File: src/rtl/fft_pkg.sv
// Shared constants and helpers for the radix-2 FFT datapath.
// A complex sample packs the real part in the upper half and the imaginary part in the lower half.
package fft_pkg;

  localparam int FFT_FLOAT_LEN = 32;
  localparam int FFT_CPLX_W    = 2 * FFT_FLOAT_LEN;

  // Constant-foldable ceil(log2(v)); used for elaboration-time parameter checks.
  function automatic int clog2(input int v);
    int r;
    r = 0;
    for (int i = 0; i < 31; i++) begin
      if ((1 << i) < v) r = i + 1;
    end
    return r;
  endfunction

endpackage

File: src/rtl/pair_buf_ram.sv
// Simple dual-port RAM holding the first half of a block: one write port and one registered read port.
// There is no reset, so the array and the read register map onto block RAM or LUT RAM.
module pair_buf_ram #(
  parameter int W        = 64,
  parameter int DEPTH    = 32,
  parameter int ADDR_LEN = 5
) (
  input  logic                clk,
  input  logic                wr_en,
  input  logic [ADDR_LEN-1:0] wr_addr,
  input  logic [W-1:0]        wr_dat,
  input  logic                rd_en,
  input  logic [ADDR_LEN-1:0] rd_addr,
  output logic [W-1:0]        rd_dat
);

  logic [W-1:0] mem [DEPTH];
  logic [W-1:0] rd_dat_q;

  always_ff @(posedge clk) begin
    if (wr_en) mem[wr_addr] <= wr_dat;
    if (rd_en) rd_dat_q <= mem[rd_addr];
  end

  assign rd_dat = rd_dat_q;

endmodule

File: src/rtl/pair_delay_buffer.sv
// Pairs sample k with sample k+DEPTH of each 2*DEPTH block for the butterfly; 1-cycle latency, no backpressure.
// Optional macro OUT_INDEX_EN adds the registered pair index port out_idx.
module pair_delay_buffer
  import fft_pkg::*;
#(
  parameter int FLOAT_LEN = FFT_FLOAT_LEN,
  parameter int ADDR_LEN  = 5,
  parameter int DEPTH     = 32
) (
  input  logic                   clk,
  input  logic                   rst,
  input  logic                   sync_clr,
  input  logic [2*FLOAT_LEN-1:0] data_in,
  input  logic                   data_in_valid,
  output logic [2*FLOAT_LEN-1:0] data_out1,
  output logic [2*FLOAT_LEN-1:0] data_out2,
  output logic                   data_out_valid,
  output logic                   data_out_last
`ifdef OUT_INDEX_EN
  ,
  output logic [ADDR_LEN-1:0]    out_idx
`endif
);

  localparam int                W       = 2 * FLOAT_LEN;
  localparam logic [ADDR_LEN:0] CNT_ONE = 1;
  localparam logic [ADDR_LEN-1:0] LAST_K = ADDR_LEN'(DEPTH - 1);

  if (DEPTH != (1 << ADDR_LEN) || clog2(DEPTH) != ADDR_LEN) begin : g_bad_depth
    $error("pair_delay_buffer: DEPTH must equal 2**ADDR_LEN");
  end

  logic [ADDR_LEN:0]   cnt_q, cnt_d;
  logic                vld_q, vld_d;
  logic                last_q, last_d;
  logic [W-1:0]        out2_q, out2_d;
  logic                rd_seen_q, rd_seen_d;
  logic                accept, wr_en, rd_en;
  logic [ADDR_LEN-1:0] addr;
  logic [W-1:0]        rd_dat;

  // Top counter bit selects the phase; the low bits address the RAM in both phases.
  assign addr   = cnt_q[ADDR_LEN-1:0];
  assign accept = data_in_valid & ~sync_clr;
  assign wr_en  = accept & ~cnt_q[ADDR_LEN];
  assign rd_en  = accept &  cnt_q[ADDR_LEN];

  pair_buf_ram #(
    .W        (W),
    .DEPTH    (DEPTH),
    .ADDR_LEN (ADDR_LEN)
  ) u_ram (
    .clk     (clk),
    .wr_en   (wr_en),
    .wr_addr (addr),
    .wr_dat  (data_in),
    .rd_en   (rd_en),
    .rd_addr (addr),
    .rd_dat  (rd_dat)
  );

  always_comb begin
    cnt_d     = cnt_q;
    vld_d     = rd_en;
    last_d    = rd_en && (addr == LAST_K);
    out2_d    = out2_q;
    rd_seen_d = rd_seen_q;
    if (sync_clr) begin
      cnt_d = '0;
    end else if (data_in_valid) begin
      cnt_d = cnt_q + CNT_ONE;
    end
    if (rd_en) begin
      out2_d    = data_in;
      rd_seen_d = 1'b1;
    end
  end

  always_ff @(posedge clk or negedge rst) begin
    if (!rst) begin
      cnt_q     <= '0;
      vld_q     <= 1'b0;
      last_q    <= 1'b0;
      out2_q    <= '0;
      rd_seen_q <= 1'b0;
    end else begin
      cnt_q     <= cnt_d;
      vld_q     <= vld_d;
      last_q    <= last_d;
      out2_q    <= out2_d;
      rd_seen_q <= rd_seen_d;
    end
  end

  // The RAM read register has no reset, so x1 reads as zero until the first pair after reset.
  assign data_out1      = rd_seen_q ? rd_dat : '0;
  assign data_out2      = out2_q;
  assign data_out_valid = vld_q;
  assign data_out_last  = last_q;

`ifdef OUT_INDEX_EN
  logic [ADDR_LEN-1:0] idx_q, idx_d;

  always_comb begin
    idx_d = idx_q;
    if (rd_en) idx_d = addr;
  end

  always_ff @(posedge clk or negedge rst) begin
    if (!rst) idx_q <= '0;
    else      idx_q <= idx_d;
  end

  assign out_idx = idx_q;
`endif

endmodule

File: config.mk
export PLATFORM = sky130hd
export DESIGN_NAME = pair_delay_buffer
export DESIGN_NICKNAME = d
export VERILOG_FILES = /design/src/rtl/fft_pkg.sv /design/src/rtl/pair_buf_ram.sv /design/src/rtl/pair_delay_buffer.sv
export SDC_FILE = /design/constraint.sdc
export NUM_CORES = 2
export LEC_CHECK = 0
export ABC_AREA = 1
export BUFFER_PORTS_ARGS = -buffer_cell sky130_fd_sc_hd__buf_2
export CAP_MARGIN = 10
export CORE_MARGIN = 3
export CORE_UTILIZATION = 30
export DETAILED_ROUTE_END_ITERATION = 6
export GPL_ROUTABILITY_DRIVEN = 1
export GPL_TIMING_DRIVEN = 0
export SYNTH_ARGS = -nofsm -noshare
export SYNTH_HDL_FRONTEND = slang
export SYNTH_HIERARCHICAL = 1
export SYNTH_SLANG_ARGS = --single-unit
File: constraint.sdc
create_clock -name clk -period 8.05 [get_ports clk]
set_clock_uncertainty 0.2 [all_clocks]
set_input_delay 1.2075 -clock clk [delete_from_list [all_inputs] [get_ports clk]]
set_output_delay 1.2075 -clock clk [all_outputs]
set_load 0.02 [all_outputs]
### Word level (Yosys, flattened, before mapping)

Memory sizes are Yosys's and may differ from the RTL's. A register that Yosys moved wholly into a read port is not among the register bits.
Cells that the tools add are included.

* reductions and logical operators: 2
* muxes and demuxes: 5
* equality and inequality tests: 1
* bitwise logic cells: 5
* $add $sub $neg: 1
* $mul: 0
* $lt $le $gt $ge: 0
* div/mod/pow operators: 0
* shift operators: 0

Operator list (count)
* 64-bit two-way mux: 1
* 6-bit two-way mux: 2
* 6-bit by 1-bit adder with 6-bit output, second input constant: 1
* 5-bit equality test, second input constant: 1
* 1-bit bitwise AND: 3
* 1-bit two-way mux: 2
* 1-bit inverter: 2
* 2-bit nonzero test: 1
* 1-bit logical AND: 1

* memory bits (writable): 2048
* word-level logic and storage cells: 20
* memories: 1
* bits in registers: 73
* ROM bits: 0
* bits in latches: 0
* input port bits: 68

Memories
* u_ram.mem: words 32, bits a word 64, rd ports 1, clocked after Yosys merged registers in 1, wr ports 1, line pair_buf_ram.sv:17 `logic [W-1:0] mem [DEPTH];`

### Logic depth before layout (Yosys ltp)

* depth after elaboration: 5
* gate-level depth with buffers: 12
* gate-level depth less buffers: 9

### Modules after synthesis

The synthesis kept the hierarchy.

Modules (own cells, without submodules)
* pair_buf_ram: times used 1, sequential area each 63420.8 µm², cells an instance 6768, area each 83631.5 µm²
* pair_delay_buffer: times used 1, sequential area each 1826.8 µm², cells an instance 453, area each 3367.0 µm²

### Least setup slack after synthesis

No wires, ideal clock.

* kind: input-to-reg
* start point: input port data_in_valid
* end point: memory u_ram.mem[31][0] (enable)
* path slack: 2.783 ns
* setup time: 0.487 ns
* arrival time: 4.581 ns
* cell stages on the path: 5
* buffers on the path: 1
* data required time: 7.363 ns
* cell sequence: buf_4 -> nand2_1 -> nor2_1 -> nand3_1 -> nor2_1

* cells in the longest elaborated chain, start to end: 4

Ends and longest elaborated chain
* from (decl): line pair_delay_buffer.sv:14 `input logic data_in_valid,`
* 1-bit bitwise AND: line pair_delay_buffer.sv:44 `assign accept = data_in_valid & ~sync_clr;`
* 1-bit bitwise AND: line pair_delay_buffer.sv:45 `assign wr_en = accept & ~cnt_q[ADDR_LEN];`
* via wr_en: line pair_delay_buffer.sv:38 `logic accept, wr_en, rd_en;`
* 1-bit two-way mux: line pair_buf_ram.sv:21 `if (wr_en) mem[wr_addr] <= wr_dat;`
* 1-bit two-way mux (implied by the code): line pair_buf_ram.sv:21
* to (decl): line pair_buf_ram.sv:17

The timed path passes the listed nets, and every way through them passes these cells.

### Worst setup path after layout

* start point: register rd_seen_q
* end point: output port data_out1[46]

* cells in the longest elaborated chain, start to end: 1

Ends and longest elaborated chain
* from (decl): line pair_delay_buffer.sv:37 `logic rd_seen_q, rd_seen_d;`
* from (signal assigned): line pair_delay_buffer.sv:91 `rd_seen_q <= rd_seen_d;`
* 64-bit two-way mux: line pair_delay_buffer.sv:96 `assign data_out1 = rd_seen_q ? rd_dat : '0;`
* to (decl): line pair_delay_buffer.sv:15 `output logic [2*FLOAT_LEN-1:0] data_out1,`

Every way passes these cells.

==> summary.md <==
| Metric | Value |
|---|---|
| Cell area after synthesis | `~87,000 µm²` |
| Height of the die | `roughly 540 µm` |
| CTS tree | `built` |
| First-pass GRT wire length | `455,400 µm` |
| Die footprint | `just under 300,000 µm²` |
| Sequential-to-total area share from yosys stat | `approximately three quarters` |
| Global placement routability congestion | `0.8621` |
| Post-route worst hold slack | `0.08723 ns` |
| Critical Path End | `data_out1[46]` |
| Setup slack, reg-to-reg | `4.10 ns` |
| Final net count | `7,835` |
| Avg Synthesized Cell Area | `12.05 µm²` |
| Initial antenna violation count | `38` |
| Transition time of the tightest slew-check pin | `1.428 ns` |
| Initial Utilization | `30.17%` |
| Pre-CTS setup slack | `3.101 ns` |
| First-iteration detailed-routing DRC count | `9,822` |
| Combinational Power Share | `7.5%` |
| Largest vdd supply drop | `around 0.00020 V` |
| Number of vias per cell | `around 5.4` |
| WP data required | `6.64 ns` |
| Leading cell type in the layout, fill and taps excluded | `nand2_1` |
| Count of clock tree sinks | `2,185` |
| Post-CTS setup-driven buffer insertion count | `0` |
| Router iterations before antenna repair | `7` |
| Number of input and output port buffers inserted | `196` |
| Global-route usage over all layers | `21.74%` |
| Final worst path period need | `~4.5 ns` |
| Share of total power consumed by net switching | `between 20 and 25%` |
| Number of warnings printed during yosys synthesis | `6` |
| Pin count of the biggest net entering global routing | `45` |
| Class of the tightest hold or removal check | `input port to async pin` |
| Reg2Reg Depth | `7` |
| Data arrival time of the worst path | `roughly 3.1 ns` |
| Core Region | `288,400 µm²` |
| Violations in the final reports | `design-rule violations` |
| Outcome | `complete, but fails checks` |
| Total number of vias | `between 60,000 and 70,000` |
| Internal power | `0.01850 W` |
| TritonCTS Buffers | `around 230` |
| Setup violators final | `0` |
| Post-route worst setup slack | `between 3 and 4 ns` |
| Clock-pin slew on the worst setup and hold paths | `0.06 ns` |
| Setup repair after global routing missed its margin | `false` |
| Syn nets | `7,291` |
| Reported net switching power | `around 0.0059 W` |
| Number of instances in the synthesized netlist | `7,221` |
| Die Span X | `544.5 µm` |
| Leakage | `37.36 nW` |
| Worst Setup SP | `rd_seen_q` |
| Power share of the clock group | `41.2%` |
| Maxcap violations | `0` |
| Leading cell types in the layout, fill and taps excluded | `nand2_1, edfxtp_1, nand3_1` |
| Sum of net half-perimeters after detailed placement | `226,100 µm` |
| Wire per inst | `approximately 28 µm` |
| # H-tree levels | `4` |
| Final WL | `333,400 µm` |
| Power consumption | `0.02437 W` |
| Synthesis-to-finish area growth | `17.90%` |
| Period Utilization, post-route | `56.03%` |
| Proportion of layout cells with a drive suffix above 1 | `about an eighth` |
| Number of register bits inferred by synthesis | `2,185` |
| Final Hold Violating Endpoints | `0` |
| Number of nets with antenna violations after detailed routing | `0` |
| Element type at the critical path end | `output pin` |
| Count of pins over their slew limit | `0` |
| Achievable clock frequency | `221.7 MHz` |
| Number of distinct library cells after synthesis | `19` |
| Vias in the first global route | `59,019` |
| Sequential Power Share | `51.4%` |
| Post-CTS Hold Buffers | `0` |
| Total number of placement rows | `197` |
| Worst-path fanout max | `10` |
| Residual overflow from global routing | `0` |
| Number of buffers on the longest clock path | `4` |
| Residual DRC | `13` |
| Remaining max-slew budget at the tightest pin | `roughly 4.8%` |
| Clock latency of the later-clocked register in the worst-skew pair | `0.94 ns` |
| Quantity of gates resized following cts | `0` |
| Number of ports placed on the die boundary | `198` |
| Critical path class | `flip-flop to output pin` |
| Startpoint class of the critical path | `flip-flop` |
| R2r endpoint | `u_ram/rd_dat[61]` |
| Reg2reg start | `cnt_q[2]` |
| Power Density | `237.6 nW/µm²` |
| CTS Root Buffer Type | `clkbuf_16` |
## worst max-delay path: stages (launching register included)
cell	delay, ns
dfrtp_1	0.34
buf_2	0.39
buf_2	0.67
nand2_1	0.46
inv_1	0.12
buf_2	0.17
## routing by layer
metal / track usage [%] / vias up / routed length (µm)
li1: - / 26523 / -
met1: 27.40 / 31397 / 119200
met2: 34.93 / 4479 / 154300
met3: 5.807 / 858 / 42500
met4: 9.935 / 16 / 17220
met5: 0 / - / 92
## cell usage after synthesis
cell | count | area [µm²]
a21oi_1 | 2 | 10.01
buf_4 | 34 | 255.2
and3_1 | 1 | 6.260
dfrtp_1 | 73 | 1827
nand2_1 | 2644 | 9925
o21ai_0 | 2 | 10.01
nand3_1 | 1806 | 9039
ha_1 | 2 | 25.02
inv_4 | 1 | 6.260
nor2_1 | 39 | 146.4
or2_1 | 1 | 6.260
clkbuf_1 | 83 | 311.6
inv_1 | 73 | 274.0
inv_2 | 4 | 15.01
nand3_2 | 1 | 10.01
buf_1 | 49 | 183.9
edfxtp_1 | 2112 | 63420
buf_2 | 285 | 1426
buf_6 | 9 | 101.4
## cell families (layout without fill, tap and decap cells)
kind of cell / count (synthesis) / after routing / synth area share, %
and+or+nand+nor: 4492 / 4492 / 21.99
DFF: 2185 / 2185 / 75.00
buffers and inverters: 538 / 1260 / 2.958
AOI/OAI and AO/OA: 4 / 4 / 0.02301
adders and majority gates: 2 / 2 / 0.02876
other: 0 / 20 / 0
## state kept, by name, indices dropped and copies added, names as in the netlist
signal and flops:
u_ram/mem 2048, data_out_last 1, data_out2 64, rd_seen_q 1, u_ram/rd_dat 64, cnt_q 6
data_out_valid 1
## how the worst min path moves through the flow
stage	to	slack, ns	depth (start not counted)
after floorplan	cnt_q[5]	0.31	2
after global placement	data_out2[34]	0.26	2
after detailed placement	data_out2[47]	0.26	2
after CTS	data_out2[37]	0.06	1
after global routing	data_out2[37]	0.1	1
final	data_out2[37]	0.09	1
## power by group through the flow
| stage | Clock [W] | Combinational (W) | Sequential, W |
|---|---|---|---|
| 2_1_floorplan | 0 | 0.000894 | 0.0128 |
| 3_3_place_gp | 0 | 0.00171 | 0.0128 |
| 6_report | 0.0100 | 0.00182 | 0.0125 |
| 4_1_cts | 0.0101 | 0.00176 | 0.0125 |
| 5_1_grt | 0.0106 | 0.00192 | 0.0125 |
| 3_5_place_dp | 0 | 0.00176 | 0.0128 |
## stage by stage
| stage | utilization (%) | setup TNS (ns) | instances | cell area (µm²) |
|---|---|---|---|---|
| 2_1_floorplan | - | 0 | 7221 | 87000 |
| 3_3_place_gp | 32.15 | -4714.48 | 11198 | 92710 |
| 6_report | 35.57 | 0 | 11744 | 102600 |
| 3_5_place_dp | 33.15 | 0 | 11319 | 95590 |
| 4_1_cts | 35.55 | 0 | 11724 | 102500 |
| 5_1_grt | 35.55 | 0 | 11726 | 102500 |
## cell type report
type | instances | area (µm²)
fill | 27688 | 185800
inverter | 78 | 295.3
tap | 3781 | 4731
timing repair buffer | 317 | 3613
clock inverter | 140 | 1140
multi-input combinational | 4498 | 19420
buffer | 460 | 2287
clock buffer | 265 | 5791
sequential | 2185 | 65250
antenna | 20 | 50.05
(Power assumes the default switching activity.)
